## src/rtl/pulse_seq_if.sv

```systemverilog
// ============================================================================
// Module   : pulse_seq_if
// Purpose  : Command/status bundle between the logic-analyzer bank and the
//            pulse sequencer. Optional IRQ lines exist only when
//            PULSE_SEQ_IRQ_EN is defined.
// Revision : 1.0 - initial release
// ============================================================================
`default_nettype none

interface pulse_seq_if #(
  parameter int CNT_W = 16,
  parameter int NUM_W = 8
) ();
  logic             la_oenb_i;
  logic             cfg_wr_i;
  logic [1:0]       cfg_sel_i;
  logic [CNT_W-1:0] cfg_data_i;
  logic             start_i;
  logic             abort_i;
  logic             pulse_o;
  logic             busy_o;
  logic             done_o;
  logic             err_o;
  logic [NUM_W-1:0] pulse_cnt_o;
`ifdef PULSE_SEQ_IRQ_EN
  logic             irq_o;
  logic             irq_clr_i;
`endif

  // LA side: issues commands, observes status
  modport master (
    output la_oenb_i, cfg_wr_i, cfg_sel_i, cfg_data_i, start_i, abort_i,
`ifdef PULSE_SEQ_IRQ_EN
    output irq_clr_i,
    input  irq_o,
`endif
    input  pulse_o, busy_o, done_o, err_o, pulse_cnt_o
  );

  // Sequencer side
  modport slave (
    input  la_oenb_i, cfg_wr_i, cfg_sel_i, cfg_data_i, start_i, abort_i,
`ifdef PULSE_SEQ_IRQ_EN
    input  irq_clr_i,
    output irq_o,
`endif
    output pulse_o, busy_o, done_o, err_o, pulse_cnt_o
  );
endinterface

`default_nettype wire

```

## src/rtl/pulse_seq_ctrl.sv

```systemverilog
// ============================================================================
// Module   : pulse_seq_ctrl
// Purpose  : Holds WIDTH/PERIOD/COUNT/DELAY configuration written over LA
//            lines and runs a pulse-burst FSM driving pulse_o, with status
//            reported back to the LA bank.
//            Optional feature macro: PULSE_SEQ_IRQ_EN (sticky irq_o set on
//            done/err, cleared by irq_clr_i).
// Revision : 1.0 - initial release
// ============================================================================
`default_nettype none

module pulse_seq_ctrl #(
  parameter int CNT_W = 16,
  parameter int NUM_W = 8
) (
  input  wire logic  wb_clk_i,
  input  wire logic  wb_rst_i,
  pulse_seq_if.slave bus
);

  localparam logic [CNT_W-1:0] c_cnt_one = CNT_W'(1);
  localparam logic [NUM_W-1:0] c_num_one = NUM_W'(1);
  localparam logic [NUM_W-1:0] c_num_max = '1;

  typedef enum logic [2:0] {
    S_IDLE  = 3'd0,
    S_DELAY = 3'd1,
    S_HIGH  = 3'd2,
    S_LOW   = 3'd3,
    S_DONE  = 3'd4
  } state_t;

  state_t           r_state;
  logic [CNT_W-1:0] r_cnt;
  logic             r_pulse;
  logic             r_busy;
  logic             r_done;
  logic             r_err;
  logic [NUM_W-1:0] r_pulse_cnt;

  logic [CNT_W-1:0] r_width;
  logic [CNT_W-1:0] r_period;
  logic [NUM_W-1:0] r_count;
  logic [CNT_W-1:0] r_delay;

  logic             r_start_q;
  logic             r_abort_q;
  logic             r_cfg_wr_q;
  logic [1:0]       r_cfg_sel_q;
  logic [CNT_W-1:0] r_cfg_data_q;

  logic             w_wr_ok;
  logic [CNT_W-1:0] w_width;
  logic [CNT_W-1:0] w_period;
  logic [CNT_W-1:0] w_delay;
  logic             w_cfg_bad;
  logic             w_abort_hit;
  logic             w_start_ok;
  logic             w_err_set;
  logic             w_done_set;
  logic             w_last;
  logic [CNT_W-1:0] w_low_load;
  logic [NUM_W-1:0] w_cnt_inc;

  // Capture LA commands, qualified by the active-low LA enable
  always_ff @(posedge wb_clk_i or posedge wb_rst_i) begin
    if (wb_rst_i) begin
      r_start_q    <= 1'b0;
      r_abort_q    <= 1'b0;
      r_cfg_wr_q   <= 1'b0;
      r_cfg_sel_q  <= 2'd0;
      r_cfg_data_q <= '0;
    end else begin
      r_start_q    <= bus.start_i  & ~bus.la_oenb_i;
      r_abort_q    <= bus.abort_i  & ~bus.la_oenb_i;
      r_cfg_wr_q   <= bus.cfg_wr_i & ~bus.la_oenb_i;
      r_cfg_sel_q  <= bus.cfg_sel_i;
      r_cfg_data_q <= bus.cfg_data_i;
    end
  end

  // A write landing in the same cycle as a start is visible to that start
  assign w_wr_ok    = r_cfg_wr_q && !r_busy;
  assign w_width    = (w_wr_ok && r_cfg_sel_q == 2'd0) ? r_cfg_data_q : r_width;
  assign w_period   = (w_wr_ok && r_cfg_sel_q == 2'd1) ? r_cfg_data_q : r_period;
  assign w_delay    = (w_wr_ok && r_cfg_sel_q == 2'd3) ? r_cfg_data_q : r_delay;
  assign w_cfg_bad  = (w_width == '0) || (w_period <= w_width);

  assign w_abort_hit = r_abort_q && (r_state != S_IDLE);
  assign w_start_ok  = (r_state == S_IDLE) && r_start_q && !r_abort_q;
  assign w_last      = (r_count != '0) && (r_pulse_cnt >= r_count);
  assign w_err_set   = (r_cfg_wr_q && r_busy) || (w_start_ok && w_cfg_bad);
  assign w_done_set  = (r_state == S_LOW) && !w_abort_hit && (r_cnt == '0) && w_last;
  assign w_low_load  = r_period - r_width - c_cnt_one;
  assign w_cnt_inc   = (r_pulse_cnt == c_num_max) ? r_pulse_cnt : r_pulse_cnt + c_num_one;

  // Configuration registers; writes while a burst is active are dropped
  always_ff @(posedge wb_clk_i or posedge wb_rst_i) begin
    if (wb_rst_i) begin
      r_width  <= CNT_W'(1);
      r_period <= CNT_W'(2);
      r_count  <= NUM_W'(1);
      r_delay  <= '0;
    end else if (w_wr_ok) begin
      case (r_cfg_sel_q)
        2'd0:    r_width  <= r_cfg_data_q;
        2'd1:    r_period <= r_cfg_data_q;
        2'd2:    r_count  <= r_cfg_data_q[NUM_W-1:0];
        default: r_delay  <= r_cfg_data_q;
      endcase
    end
  end

  // Burst sequencer with registered outputs; counters count down and stop at zero
  always_ff @(posedge wb_clk_i or posedge wb_rst_i) begin
    if (wb_rst_i) begin
      r_state     <= S_IDLE;
      r_cnt       <= '0;
      r_pulse     <= 1'b0;
      r_busy      <= 1'b0;
      r_done      <= 1'b0;
      r_err       <= 1'b0;
      r_pulse_cnt <= '0;
    end else begin
      r_done <= w_done_set;
      r_err  <= w_err_set;
      if (w_abort_hit) begin
        r_state <= S_IDLE;
        r_pulse <= 1'b0;
        r_busy  <= 1'b0;
      end else begin
        case (r_state)
          S_IDLE: begin
            if (w_start_ok && !w_cfg_bad) begin
              r_pulse_cnt <= '0;
              r_busy      <= 1'b1;
              if (w_delay != '0) begin
                r_state <= S_DELAY;
                r_cnt   <= w_delay - c_cnt_one;
              end else begin
                r_state <= S_HIGH;
                r_cnt   <= w_width - c_cnt_one;
                r_pulse <= 1'b1;
              end
            end
          end
          S_DELAY: begin
            if (r_cnt == '0) begin
              r_state <= S_HIGH;
              r_cnt   <= r_width - c_cnt_one;
              r_pulse <= 1'b1;
            end else begin
              r_cnt <= r_cnt - c_cnt_one;
            end
          end
          S_HIGH: begin
            if (r_cnt == '0) begin
              r_state     <= S_LOW;
              r_cnt       <= w_low_load;
              r_pulse     <= 1'b0;
              r_pulse_cnt <= w_cnt_inc;
            end else begin
              r_cnt <= r_cnt - c_cnt_one;
            end
          end
          S_LOW: begin
            if (r_cnt == '0) begin
              if (w_last) begin
                r_state <= S_DONE;
                r_busy  <= 1'b0;
              end else begin
                r_state <= S_HIGH;
                r_cnt   <= r_width - c_cnt_one;
                r_pulse <= 1'b1;
              end
            end else begin
              r_cnt <= r_cnt - c_cnt_one;
            end
          end
          default: begin
            r_state <= S_IDLE;
            r_pulse <= 1'b0;
            r_busy  <= 1'b0;
          end
        endcase
      end
    end
  end

  assign bus.pulse_o     = r_pulse;
  assign bus.busy_o      = r_busy;
  assign bus.done_o      = r_done;
  assign bus.err_o       = r_err;
  assign bus.pulse_cnt_o = r_pulse_cnt;

`ifdef PULSE_SEQ_IRQ_EN
  logic r_irq;

  // Sticky interrupt: set on the same edge as done/err, set beats clear
  always_ff @(posedge wb_clk_i or posedge wb_rst_i) begin
    if (wb_rst_i) begin
      r_irq <= 1'b0;
    end else if (w_done_set || w_err_set) begin
      r_irq <= 1'b1;
    end else if (bus.irq_clr_i && !bus.la_oenb_i) begin
      r_irq <= 1'b0;
    end
  end

  assign bus.irq_o = r_irq;
`endif

endmodule

`default_nettype wire

```

## src/flat_wrapper.sv

```systemverilog
// flat-port wrapper written by rule: the top's interface ports become plain ports
module pulse_seq_ctrl_flat 
#(
  parameter int CNT_W = 16,
  parameter int NUM_W = 8
)
  (wb_clk_i, wb_rst_i, bus_la_oenb_i, bus_cfg_wr_i, bus_cfg_sel_i, bus_cfg_data_i, bus_start_i, bus_abort_i, bus_pulse_o, bus_busy_o, bus_done_o, bus_err_o, bus_pulse_cnt_o);
  pulse_seq_if #(.CNT_W(CNT_W), .NUM_W(NUM_W)) bus_i ();
  input  wire logic wb_clk_i;
  input  wire logic wb_rst_i;
  input wire logic [$bits(bus_i.la_oenb_i)-1:0] bus_la_oenb_i;
  input wire logic [$bits(bus_i.cfg_wr_i)-1:0] bus_cfg_wr_i;
  input wire logic [$bits(bus_i.cfg_sel_i)-1:0] bus_cfg_sel_i;
  input wire logic [$bits(bus_i.cfg_data_i)-1:0] bus_cfg_data_i;
  input wire logic [$bits(bus_i.start_i)-1:0] bus_start_i;
  input wire logic [$bits(bus_i.abort_i)-1:0] bus_abort_i;
  output wire logic [$bits(bus_i.pulse_o)-1:0] bus_pulse_o;
  output wire logic [$bits(bus_i.busy_o)-1:0] bus_busy_o;
  output wire logic [$bits(bus_i.done_o)-1:0] bus_done_o;
  output wire logic [$bits(bus_i.err_o)-1:0] bus_err_o;
  output wire logic [$bits(bus_i.pulse_cnt_o)-1:0] bus_pulse_cnt_o;
  assign bus_i.la_oenb_i = bus_la_oenb_i;
  assign bus_i.cfg_wr_i = bus_cfg_wr_i;
  assign bus_i.cfg_sel_i = bus_cfg_sel_i;
  assign bus_i.cfg_data_i = bus_cfg_data_i;
  assign bus_i.start_i = bus_start_i;
  assign bus_i.abort_i = bus_abort_i;
  assign bus_pulse_o = bus_i.pulse_o;
  assign bus_busy_o = bus_i.busy_o;
  assign bus_done_o = bus_i.done_o;
  assign bus_err_o = bus_i.err_o;
  assign bus_pulse_cnt_o = bus_i.pulse_cnt_o;
  pulse_seq_ctrl #(.CNT_W(CNT_W), .NUM_W(NUM_W)) u_core (.wb_clk_i(wb_clk_i), .wb_rst_i(wb_rst_i), .bus(bus_i));
endmodule
```

## config.mk

```make
export PLATFORM = sky130hd
export DESIGN_NAME = pulse_seq_ctrl_flat
export DESIGN_NICKNAME = d
export VERILOG_FILES = /design/src/rtl/pulse_seq_if.sv /design/src/rtl/pulse_seq_ctrl.sv /design/src/flat_wrapper.sv
export SDC_FILE = /design/constraint.sdc
export NUM_CORES = 1
export LEC_CHECK = 0
export CAP_MARGIN = 20
export CELL_PAD_IN_SITES_DETAIL_PLACEMENT = 0
export CELL_PAD_IN_SITES_GLOBAL_PLACEMENT = 1
export CORE_MARGIN = 5
export CORE_UTILIZATION = 45
export CTS_CLUSTER_DIAMETER = 200
export CTS_CLUSTER_SIZE = 40
export DETAILED_ROUTE_END_ITERATION = 10
export PLACE_DENSITY_LB_ADDON = 0.1
export SYNTH_ARGS = -nofsm -noshare
export SYNTH_HDL_FRONTEND = slang
export SYNTH_SLANG_ARGS = --single-unit
```

## constraint.sdc

```tcl
create_clock -name wb_clk_i -period 7.65 [get_ports wb_clk_i]
set_clock_uncertainty 0.2 [all_clocks]
set_input_delay 1.53 -clock wb_clk_i [delete_from_list [all_inputs] [get_ports wb_clk_i]]
set_output_delay 1.53 -clock wb_clk_i [all_outputs]
set_load 0.03 [all_outputs]
```

-- After elaboration in Yosys (flattened, before gate mapping)
Index checks and enable logic that the tools add are counted.
- add/sub/neg operators: 7
- $lt $le $gt $ge: 2
- equal/unequal tests: 19
- multiplexer cells: 35
- bitwise gates (word level): 6
- reduce and logical (&&, ||, !) cells: 40
- operators with widths (cell ; count):
    16-bit two-way mux ; 9
    16-bit by 1-bit subtractor with 16-bit output, second input constant ; 5
    16-bit one-hot mux with 4 select lines ; 1
    16-bit zero test ; 2
    8-bit two-way mux ; 3
    3-bit two-way mux ; 6
    16-bit <= comparator ; 1
    8-bit one-hot mux with 2 select lines ; 1
    16-bit nonzero test ; 1
    16-bit subtractor ; 1
    1-bit logical AND ; 14
    3-bit by 2-bit inequality test with 1-bit output, second input constant ; 4
    3-bit one-hot mux with 4 select lines ; 1
    4-bit AND reduction ; 3
    1-bit two-way mux ; 11
    3-bit by 1-bit inequality test with 1-bit output, second input constant ; 3
    8-bit by 1-bit adder with 8-bit output, second input constant ; 1
    8-bit equality test, second input constant ; 1
    8-bit >= comparator ; 1
    2-bit AND reduction ; 4
    8-bit nonzero test ; 1
    3-bit by 2-bit equality test with 1-bit output, second input constant ; 2
    6-bit AND reduction ; 1
    5-bit AND reduction ; 1
    20 further kinds ; 31
- flip-flop bits (word level): 108
- input port bits: 24
- word-level logic and storage cells: 125

-- Depth between registers and ports, before layout
Gate-level depths: netlist of the first run.
- word-level depth: 11
- gate-level depth with buffers: 15

-- Worst setup path before layout of the first run
No wires, ideal clock.
- kind: flip-flop to flip-flop
- start point: register u_core.r_busy (netlist: u_core.bus.busy_o)
- end point: register u_core.r_pulse_cnt[5] (netlist: u_core.bus.pulse_cnt_o[5])
- setup time: 76 ps
- arrival: 3826 ps
- required time: 7374 ps
- path slack: 3548 ps
- cell stages (with the launch flop): 14
- path buffers: 2
- period minus slack after synthesis: 4102 ps
- path through: dfrtp_1 -> and4bb_2 -> clkbuf_1 -> buf_1 -> mux2_2 -> ha_1 -> a21oi_1 -> o21ai_0 -> a2111oi_0 -> a211oi_1 -> o211ai_2 -> nor4_2 -> or4_1 -> o21ai_1
- word-level cells in the longest chain between the ends: 10
- elaborated cells between the ends (all ways): 13
- RTL lines (item ; RTL line ; RTL):
    from (decl) ; pulse_seq_ctrl.sv:36 ; logic r_busy;
    from (signal assigned) ; pulse_seq_ctrl.sv:120 ; r_busy <= 1'b0;
    from (signal assigned) ; pulse_seq_ctrl.sv:130 ; r_busy <= 1'b0;
    from (signal assigned) ; pulse_seq_ctrl.sv:136 ; r_busy <= 1'b1;
    1-bit zero test * ; pulse_seq_ctrl.sv:83 ; assign w_wr_ok = r_cfg_wr_q && !r_busy;
    1-bit logical AND * ; pulse_seq_ctrl.sv:83 ;
    1-bit logical AND, on equally long branches ; pulse_seq_ctrl.sv:85, pulse_seq_ctrl.sv:84 ;
    16-bit two-way mux, on equally long branches ; pulse_seq_ctrl.sv:85, pulse_seq_ctrl.sv:84 ;
    16-bit <= comparator or 16-bit zero test (tied branches) ; pulse_seq_ctrl.sv:87 ; assign w_cfg_bad = (w_width == '0) || (w_period <= w_width);
    1-bit logical OR * ; pulse_seq_ctrl.sv:87 ;
    1-bit zero test * ; pulse_seq_ctrl.sv:134 ; if (w_start_ok && !w_cfg_bad) begin
    1-bit logical AND * ; pulse_seq_ctrl.sv:134 ;
    2-bit inequality test (no source line) * ; - ;
    5-bit AND reduction (no source line) * ; - ;
    to (signal assigned) ; pulse_seq_ctrl.sv:161 ; r_pulse_cnt <= w_cnt_inc;
    to (decl) ; pulse_seq_ctrl.sv:39 ; logic [NUM_W-1:0] r_pulse_cnt;
Mark *: on every way between the ends. The rest lies on a longest branch, timed or not.
A chain may end at the register's enable or synchronous reset.

-- Worst setup path in the final report of the first run
- start point: register u_core.r_busy (netlist: u_core.bus.busy_o)
- end point: register u_core.r_cnt[5]
- word-level cells in the longest chain between the ends: 10
- elaborated cells between the ends (all ways): 21
- RTL lines (item ; RTL line ; RTL):
    1-bit zero test * ; pulse_seq_ctrl.sv:83 ;
    1-bit logical AND * ; pulse_seq_ctrl.sv:83 ;
    1-bit logical AND, on equally long branches ; pulse_seq_ctrl.sv:85, pulse_seq_ctrl.sv:84 ;
    16-bit two-way mux, on equally long branches ; pulse_seq_ctrl.sv:85, pulse_seq_ctrl.sv:84 ;
    16-bit <= comparator or 16-bit zero test (tied branches) ; pulse_seq_ctrl.sv:87 ;
    1-bit logical OR ; pulse_seq_ctrl.sv:87 ;
    1-bit zero test ; pulse_seq_ctrl.sv:134 ;
    1-bit logical AND ; pulse_seq_ctrl.sv:134 ;
    2-bit inequality test (no source line) ; - ;
    4-bit AND reduction (no source line) ; - ;
    to (signal assigned) ; pulse_seq_ctrl.sv:139 ; r_cnt <= w_delay - c_cnt_one;
    to (signal assigned) ; pulse_seq_ctrl.sv:142 ; r_cnt <= w_width - c_cnt_one;
    to (signal assigned) ; pulse_seq_ctrl.sv:150 ; r_cnt <= r_width - c_cnt_one;
    to (decl) ; pulse_seq_ctrl.sv:34 ; logic [CNT_W-1:0] r_cnt;
Mark *: on every way between the ends. The rest lies on a longest branch, timed or not. The select of a mux whose other input is x is not followed.

==> metrics, run 1 <==
routability cong.=0.958; post-CTS setup buffers=0; Slew headroom=0.311; Synth cell types=83; DRC=0; Psw=1650 uW; max frequency=205 MHz; Placed Cells=1,084; vias in the first global route=6,268; commonest cells in the netlist=dfrtp_1, nand2_1, nor2_1; FF-to-FF Start=u_core.bus.busy_o; FF+latch count, synth=108; LEAKAGE=0.00353 uW; CTS H-tree lvls=3; CTS sink cnt=108; Synth Cell Area=7510 um^2; Nets=944; most frequent cell after synthesis=dfrtp_1; clock transition at the registers of the reported paths=0.08 ns; # diodes=0; Core Box Area=16,500 um^2; Logic pwr share=0.562; switching part of the total=0.475; area share of the largest cell type after synthesis=0.350; HP Start=u_core.bus.pulse_o; first-pass iteration count of the detailed router=5; crit path DAT=4.93 ns; detailed placer's ending HPWL=17,600 um; number of synthesis warnings=0; CTS Hold Buffers Added=0; Routed Antenna Nets=0; outcome=finished, final reports clean; Slew Viols, Final=0; Register Area=2710 um^2; Final period util=0.637; DRT Wirelength=22,900 um; Flop pwr share=0.295; area of the multi-input gates=4460 um^2; Worst Setup End Kind=flip-flop; die area=19,400 um^2; PwrDens=416 nW/um^2; Rows=47; WS Path Type=flip-flop to flip-flop; Crit. Startpoint=u_core.bus.busy_o; grt total ovfl=0; Max-Cap Viols=0; number of synthesized flops with an enable pin=0; maximum clock path buffer count=2; share of layout cells above drive strength 1=0.0977; cell count after synthesis=851; post-cts sizing count=0; Synthesized Nets=920; mean post-synth cell area=8.83 um^2; Min-Delay Path Class=flip-flop to flip-flop; Worst Tran Pin Value=1.02 ns; area grow syn2layout=11.2%; Post-synth top flop=dfrtp_1; Post-Layout Cell Count=1,100; WP data required=7.70 ns; total global-route track usage=0.236; Root Buffer=clkbuf_16; Tmin final=4.88 ns; clock latency on the worst-skew pair=0.36 ns; Synth area leader=dfrtp_1; initial drt markers=594; final setup violation count=0; # fillers=1,569; die span in y=139 um; maximum VDD drop=0.000181 V; post-DR vias/cell=6.02; Final Hold Fails=0; Synth area leaders=dfrtp_1, ha_1, mux2_2; internal power=1820 uW; unrepaired setup endpoints after global routing=false; pin count of the biggest net entering global routing=67; post-DR wirelength/cell=20.8 um; Ports=36; Async S/R FF share, synth=1.00; TritonCTS Buffers=9; via count=6,621; register area share after synthesis=0.360; initial antenna violation count=1; global-route wire length before repair=36,000 um; Starting Density=0.456; startpoint types=flip-flop; CTS tree=built; I/O Buffers=35; worst-path maximum fanout=32; Hold WS=0.318 ns; Fin Setup TNS=0 ns; Clock Power Share=0.143; Die X=139 um; reg-to-reg slack, setup=2.77 ns
## sequential cells by signal, summed over array words and instances, names as in the netlist
register                flops
u_core.bus.pulse_o          1
u_core.r_start_q            1
u_core.bus.err_o            1
u_core.r_cfg_wr_q           1
u_core.bus.busy_o           1
u_core.bus.pulse_cnt_o      8
u_core.r_cfg_sel_q          2
u_core.r_abort_q            1
u_core.r_period            16
u_core.r_count              8
u_core.r_delay             16
u_core.r_cnt               16
u_core.bus.done_o           1
u_core.r_cfg_data_q        16
u_core.r_width             16
u_core.r_state              3
## per-layer routing
layer,global-route usage,vias up,wire length [um]
li1,-,3156,-
met1,0.373,3191,11600
met2,0.328,246,9390
met3,0.0443,24,1590
met4,0.0639,4,314
met5,0,-,26
## power by group through the flow
stage | logic, uW | registers, uW | clock network (uW)
after detailed placement | 1920 | 1020 | 0
after floorplan | 1480 | 927 | 0
final | 1950 | 1020 | 497
after global routing | 2160 | 1050 | 534
after CTS | 1930 | 1010 | 507
after global placement | 1890 | 1020 | 0
## worst max-delay path, stage by stage (launching register included)
cell and delay (ns):
dfrtp_1 0.51, and4bb_2 0.91, mux2_2 0.42, ha_1 0.29, a21oi_1 0.07, o21ai_0 0.29
a2111oi_0 0.12, a211oi_1 0.49, o211ai_2 0.30, a21boi_4 0.63, a21bo_2 0.29, a22o_1 0.21
## placed cells by master, fill, tap and decap left out, types with 30 or more instances in the layout
cell type / n
dfrtp_1: 105
nand2_1: 102
nor2_1: 63
a21oi_1: 59
o21ai_0: 52
inv_1: 51
ha_1: 44
mux2_2: 35
clkdlybuf4s50_1: 35
nor3_1: 30
## metrics by stage
step,worst slack [ns],area [um^2],utilization,total power (uW)
after floorplan,3.08,7510,-,2400
after global placement,2.89,8050,0.489,2910
after detailed placement,2.83,8050,0.489,2940
after CTS,2.79,8360,0.508,3460
after global routing,2.57,8360,0.508,3740
final,2.77,8360,0.508,3470
## kinds of logic (layout without fill, tap and decap cells)
family,Yosys count,count (layout),synth area share
buf+inv,82,111,0.0475
flops,108,108,0.360
fa+ha+maj,45,45,0.0759
mux,48,48,0.0709
simple gates,302,302,0.203
compound gates,231,231,0.201
xor+xnor,35,35,0.0408
## final timing paths
path | end | depth (start not counted)
worst max-delay path | u_core.r_cnt[5] | 11
worst max register to register | u_core.r_cnt[5] | 11
max in group asynchronous | u_core.r_period[10] | 3
worst min-delay path | u_core.bus.pulse_o | 1
worst min register to register | u_core.bus.pulse_o | 1
min in group asynchronous | u_core.r_count[2] | 2
## final cells by class
type,count,area share
multi-input combinational,661,0.533
sequential,108,0.324
timing repair buffer,43,0.0491
tap,220,0.0329
clock buffer,10,0.0274
inverter,52,0.0237
clock inverter,6,0.00958
(Power assumes the default switching activity.)
==> inputs of run 2 (changes only) <==
- clock period: 7.65 -> 4.8 ns (I/O delays scaled with it)
==> metrics, run 2 (same netlist as run 1, synthesis figures left out) <==
TritonCTS Buffers=9; cells along the critical path=nor4b_4, buf_4, nor2_1, a21oi_1, ha_1, a21oi_1, o21ai_0, a2111oi_0, a211oi_1, o211ai_2, a21boi_4, buf_4, nand2_1, a22o_1; initial antenna violation count=0; startpoint types=flip-flop; share of layout cells above drive strength 1=0.108; Placed Cells=1,093; via count=6,550; global-route wire length before repair=35,100 um; CTS sink cnt=108; Routed Antenna Nets=0; post-CTS setup buffers=0; grt total ovfl=0; Nets=953; WP data required=4.85 ns; HP Start=u_core.bus.pulse_o; clock latency on the worst-skew pair=0.36 ns; maximum clock path buffer count=2; CTS Hold Buffers Added=0; WS Path Type=flip-flop to flip-flop; Post-Layout Cell Count=1,109; I/O Buffers=35; CTS tree=built; # diodes=0; CTS H-tree lvls=3; Root Buffer=clkbuf_16; Max-Cap Viols=0; die area=19,400 um^2; post-DR wirelength/cell=19.5 um; maximum VDD drop=0.000243 V; post-DR vias/cell=5.91; Starting Density=0.456; first-pass iteration count of the detailed router=5; unrepaired setup endpoints after global routing=false; PwrDens=652 nW/um^2; die span in y=139 um; Worst Tran Pin Value=1.07 ns; Slew Viols, Final=0; area grow syn2layout=12.1%; clock transition at the registers of the reported paths=0.07 ns; slowest library cell on the worst path=dfrtp_1; Fin Setup TNS=0 ns; largest stage delay on the critical path=0.45 ns; LEAKAGE=0.00358 uW; initial drt markers=494; Tot Pwr=5490 uW; pin count of the biggest net entering global routing=58; Tmin final=4.25 ns; Die X=139 um; detailed placer's ending HPWL=16,900 um; outcome=finished, final reports clean; Ports=36; Buf+Inv Stages, Crit Path=2; setup slack after placement=0.554 ns; most frequent cells in the layout=dfrtp_1, nand2_1, nor2_1; Final period util=0.886; DRC=0; vias in the first global route=6,298; crit path DAT=4.30 ns; post-cts sizing count=0; Final Hold Fails=0; total global-route track usage=0.227; most common cell after layout, fill and taps aside=dfrtp_1; DRT Wirelength=21,600 um; Crit. Startpoint=u_core.r_cfg_sel_q[1]; routability cong.=0.948; Final WS setup=0.548 ns; worst-path maximum fanout=27; Slew headroom=0.278; FF-to-FF Start=u_core.r_cfg_sel_q[1]; Core Box Area=16,500 um^2; max frequency=235 MHz; Worst Setup End Kind=flip-flop; Largest delay share family, worst path=compound AO/OA/AOI/OAI gates; Rows=47; final setup violation count=0; Min-Delay Path Class=flip-flop to flip-flop
## run 2: changes by cell type in the layout (fill, tap and decap cells not counted)
cell       previous run  this run
clkbuf_1              1         0
bufinv_16             1         0
clkbuf_8              0         1
inv_8                 0         1
buf_12                0         1
clkinv_2              0         1
inv_6                 3         2
buf_4                 8        16
## run 2: routing by layer
layer,part of all wire,global-route usage
met4,0.014,0.0525
met1,0.51,0.353
met5,0,0
met2,0.43,0.331
met3,0.048,0.0384
## run 2: report_power, final
group | switching (uW) | internal [uW]
clock network | 366 | 378
logic | 1860 | 1300
registers | 360 | 1230
total | 2580 | 2910
## run 2: path summary, 6_finish.rpt
path / to / slack (ns) / cells past startpoint
min in group asynchronous: u_core.r_cfg_data_q[5] / 0.85 / 2
max: u_core.r_cnt[9] / 0.55 / 14
min reg2reg: u_core.bus.pulse_o / 0.32 / 1
max reg2reg: u_core.r_cnt[9] / 0.55 / 14
max in group asynchronous: u_core.r_period[1] / 2.78 / 3
min: u_core.bus.pulse_o / 0.32 / 1
## run 2: stage by stage
step | hold WS, ns | cell area (um^2) | utilization
floorplan | 0.257 | 7510 | -
global placement | 0.278 | 8130 | 0.494
detailed placement | 0.304 | 8130 | 0.494
CTS | 0.323 | 8420 | 0.512
global route | 0.365 | 8420 | 0.512
finish | 0.316 | 8420 | 0.512
## run 2: area by class of cell
cell class / count / area, um^2
Fill cell: 1570 / 8040
Multi-Input combinational cell: 661 / 4460
Sequential cell: 108 / 2710
Timing Repair Buffer: 52 / 490
Tap cell: 220 / 275
Clock buffer: 10 / 239
Inverter: 52 / 198
Clock inverter: 6 / 57.6
## run 2: worst register-to-register path, delay by kind of cell (launching register included)
kind	cells	cell delay (ns)
compound gates	8	2.24
fa+ha+maj	1	0.23
buf+inv	2	0.59
flops	1	0.45
simple gates	3	0.43
